### src/rtl/decode_unit.sv
// decode_unit: LEGv8 ID stage with IF/ID and ID/EX registers, load-use stall and flush
module decode_unit #(
   parameter int WORD = 64
) (
   input  logic            clk,
   input  logic            reset,
   input  logic            instr_valid,
   input  logic [31:0]     instruction,
   input  logic [WORD-1:0] pc_in,
   input  logic            flush,
   output logic [4:0]      read_register1,
   output logic [4:0]      read_register2,
   output logic            stall,
   output logic            valid_out,
   output logic [WORD-1:0] pc_out,
   output logic [4:0]      write_register,
   output logic [WORD-1:0] sign_extended_imm,
   output logic            reg_write,
   output logic            mem_read,
   output logic            mem_write,
   output logic            mem_to_reg,
   output logic            alu_src,
   output logic            uncond_branch,
   output logic            branch,
   output logic [1:0]      alu_op,
   output logic            illegal_op
);
   logic            ifid_valid;
   logic [31:0]     ir;
   logic [WORD-1:0] ifid_pc;
   logic [10:0]     op;
   logic            is_r, is_ld, is_st, is_cbz, is_b, legal, reg2loc, hazard, bubble;
   logic [WORD-1:0] imm;
   always_comb begin
      op = ir[31:21];
      is_r = op == 11'b10001011000 || op == 11'b11001011000 || op == 11'b10001010000 || op == 11'b10101010000;
      is_ld = op == 11'b11111000010;
      is_st = op == 11'b11111000000;
      is_cbz = ir[31:24] == 8'b10110100;
      is_b = ir[31:26] == 6'b000101;
      legal = is_r || is_ld || is_st || is_cbz || is_b;
      reg2loc = is_ld || is_st || is_cbz;
      imm = (is_ld || is_st) ? {{(WORD-9){ir[20]}}, ir[20:12]} :
            is_cbz ? {{(WORD-19){ir[23]}}, ir[23:5]} :
            is_b ? {{(WORD-26){ir[25]}}, ir[25:0]} : '0;
      read_register1 = ir[9:5];
      read_register2 = reg2loc ? ir[4:0] : ir[20:16];
      // a load's own Rt sits in the rr2 field but is not a source operand
      hazard = valid_out && mem_read && ifid_valid && write_register != 5'd31 &&
               (write_register == read_register1 || ((is_r || is_st || is_cbz) && write_register == read_register2));
      stall = hazard && !flush;
      bubble = flush || hazard || !ifid_valid;
   end
   always_ff @(posedge clk) begin
      if (reset) begin
         ifid_valid <= 1'b0;
         ir <= '0;
         ifid_pc <= '0;
      end else if (flush) begin
         ifid_valid <= 1'b0;
      end else if (!stall) begin
         ifid_valid <= instr_valid;
         ir <= instruction;
         ifid_pc <= pc_in;
      end
   end
   always_ff @(posedge clk) begin
      if (reset || bubble) begin
         valid_out <= 1'b0;
         illegal_op <= 1'b0;
         pc_out <= '0;
         write_register <= '0;
         sign_extended_imm <= '0;
         reg_write <= 1'b0;
         mem_read <= 1'b0;
         mem_write <= 1'b0;
         mem_to_reg <= 1'b0;
         alu_src <= 1'b0;
         uncond_branch <= 1'b0;
         branch <= 1'b0;
         alu_op <= 2'b00;
      end else begin
         valid_out <= legal;
         illegal_op <= !legal;
         pc_out <= ifid_pc;
         write_register <= ir[4:0];
         sign_extended_imm <= imm;
         reg_write <= (is_r || is_ld) && ir[4:0] != 5'd31;
         mem_read <= is_ld;
         mem_write <= is_st;
         mem_to_reg <= is_ld;
         alu_src <= is_ld || is_st;
         uncond_branch <= is_b;
         branch <= is_cbz;
         alu_op <= is_r ? 2'b10 : is_cbz ? 2'b01 : 2'b00;
      end
   end
endmodule

### config.mk
export PLATFORM = sky130hd
export DESIGN_NAME = decode_unit
export DESIGN_NICKNAME = d
export VERILOG_FILES = /design/src/rtl/decode_unit.sv
export SDC_FILE = /design/constraint.sdc
export NUM_CORES = 1
export LEC_CHECK = 0
export CORE_ASPECT_RATIO = 1.2
export CORE_MARGIN = 4
export CORE_UTILIZATION = 40
export DETAILED_ROUTE_END_ITERATION = 10
export GPL_ROUTABILITY_DRIVEN = 0
export PLACE_DENSITY = 0.68
export SLEW_MARGIN = 5
export SYNTH_ARGS = -nofsm -noshare
export SYNTH_HDL_FRONTEND = slang
export SYNTH_SLANG_ARGS = --single-unit
### constraint.sdc
create_clock -name clk -period 3.65 [get_ports clk]
set_input_delay 0.73 -clock clk [delete_from_list [all_inputs] [get_ports clk]]
set_output_delay 0.73 -clock clk [all_outputs]
set_load 0.02 [all_outputs]
==> reports/metrics.csv <==
metric,value,unit
first_iter_violations,742,
cts_root_buffer,clkbuf_16,
hold_viol,0,
max_slew_margin,22.1,%
tns,0,ns
die_area,26600,sq um
wl_per_cell,18.7,um
ioPinCount,255,
critPathKind,flip-flop to output port,
cts_resized,5,
dieHeight,178,um
worstPathMaxFanout,7,
initial_core_util,41.0,%
min_path_cells,1,
fin_skew,0.0184,ns
r2r_slack,0.60,ns
clk-insertion-delay-late,0.52,ns
cts_buffers,23,
path_buf_inv,1,
grt_overflow,0,
rsz0062_at_grt,no,
cts_tree,yes,
post-route-drc-count,0,
largestRegisters,"ifid_pc x64, pc_out x64, ir x32",
multi_input_area,4740,sq um
antenna_found_initial,4,
status,finished clean,
viasPerCell,5.61,
cts.sink_count,202,
seqCellArea,4040,sq um
firstDrtPassIters,6,
synth.distinct_cells,45,
fmax,0.291,GHz
synth_top_area_share,42.1,%
postCtsSetupBuffers,0,
ant_nets,0,
p_per_area,403,nW/um^2
synth_top_cell_by_area,dfxtp_1,
crit_slowest_cell,clkdlybuf4s50_1,
worstMarginPinSlew,1.17,ns
total_leakage_power,0.00424,uW
yosysSeqAreaShare,42.1,%
drive_gt1_share,11.4,%
grt_max_degree,128,
worst-path-stages,5,
grt_pass1_wl,44900,um
maxSlewViolCount,0,
cp_data_required_time,2.92,ns
power,5130,uW
chipWidth,149,um
postCtsHoldBufs,0,
cts_max_level,1,
ys_warn_count,0,
rows,61,
rr_startpoint,write_register[3],
core_area,23400,sq um
syn_to_final_growth,32.4,%
setup_viol,0,
synthTopCellsByArea,"dfxtp_1 42%, o211ai_1 7.6%, nand4_1 6.3%",
max_stage_delay,0.54,ns
hpwl,17300,um
hold_path_class,flip-flop to flip-flop,
post-route-cell-area,12700,sq um
setup.worst_path.end_class,output port,
vias,8542,
hold_start,ifid_pc[12],
syn_inst,1062,
nNetsFinal,1289,
startpoint_type,flip-flop,
r2r_end,ifid_pc[35],
cap_violations,0,
cp.arrival,2.71,ns
clkTransAtPathRegs,0.06,ns
wirelength,28400,um
fillCellCount,2169,
cts_max_path_buffers,3,
min_to,pc_out[12],
period_minus_slack,3.44,ns
synth.avg_cell_area,9.04,sq um
ir_drop,290,uV
period_share,94.2,%
final_cell_mix,"251 x clkdlybuf4s50_1, 202 x dfxtp_1, 99 x o21ai_0",
path_cells,nor4b_4 -> a21oi_1 -> nor2_2 -> mux2_2 -> clkdlybuf4s50_1,
synth_seq_cells,202,
final_common_cell,clkdlybuf4s50_1,
crit_family,simple AND/OR/NAND/NOR gates,
synth_fp_nets,1162,
syn-cell-area,9600,sq um
grt_pass1_vias,8094,
ff2ff_path_depth,8,
port_buffers,254,
placed_area,11900,sq um
grt.total_usage,20.3,%
## cell usage after synthesis (all sizes together)
cell type and n:
dfxtp 202, o21ai 100, nand4 98, o211ai 98, nor2b 96, or4b 96
clkbuf 94, buf 74, and2 73, a21oi 26, nand2 23, a22oi 18
nor2 15, xor2 9, and3 5, mux2 4, nand3 4, a2111oi 3
or2 3, and4 2, inv 2, nor3 2, xnor2 2, a21bo 1
a21o 1, a221oi 1, a222oi 1, a31oi 1, and3b 1, mux2i 1
nor3b 1, nor4b 1, nor4bb 1, o21a 1, o21ba 1, o31a 1
## per-stage QoR
stage	hold WS [ns]	setup slack, ns	utilization (%)	cells
after floorplan	0.421	1.05	-	1062
after global placement	0.428	0.451	50.8	1479
after detailed placement	0.430	0.338	50.8	1479
after CTS	0.444	0.0678	54.2	1521
after global routing	0.459	0.0854	54.3	1523
final	0.443	0.211	54.3	1523
## worst max-delay path by stage
stage	start	end	slack, ns
global placement	write_register[3]	stall	0.45
floorplan	ir[21]	stall	1.05
CTS	ir[21]	read_register2[1]	0.07
finish	ir[21]	read_register2[1]	0.21
global route	ir[21]	read_register2[2]	0.09
detailed placement	ir[20]	stall	0.34
## power breakdown
group	internal (uW)	leakage, uW	total, uW	switching, uW
Clock	1460	0.000382	2390	939
Combinational	230	0.00221	414	184
Sequential	2270	0.00165	2320	49.2
Total	3960	0.00424	5130	1170
## final cells by class
| type | instances | share of cell area (%) |
|---|---|---|
| Multi-Input combinational cell | 690 | 37.3 |
| Sequential cell | 202 | 31.8 |
| Timing Repair Buffer | 270 | 21.5 |
| Clock buffer | 29 | 5.02 |
| Tap cell | 315 | 3.10 |
| Clock inverter | 13 | 1.24 |
| Inverter | 2 | 0.0590 |
| Antenna cell | 2 | 0.0394 |
## routing by layer
layer	GRT usage (%)	vias up	part of all wire, %
met2	31.7	344	47
li1	-	4119	-
met3	4.47	45	8.1
met4	5.65	4	2.1
met1	28.4	4030	43
met5	0	-	0.14
## worst register-to-register path, cell delays in order (launching register included)
cell and delay (ns):
dfxtp_1 0.40, inv_1 0.12, a2111oi_1 0.50, nand4_1 0.23, a21bo_2 0.30, nor2_4 0.09, buf_4 0.61, buf_4 0.50
o211ai_1 0.17
## cell families after synthesis
logic type | count (synthesis) | synth area share (%)
AO/OA/AOI/OAI | 253 | 16.8
buffers and inverters | 170 | 8.94
XOR/XNOR | 11 | 1.00
AND/OR/NAND/NOR | 421 | 30.6
flip-flops | 202 | 42.1
multiplexers | 5 | 0.573
Power figures use the tool's default switching activity.
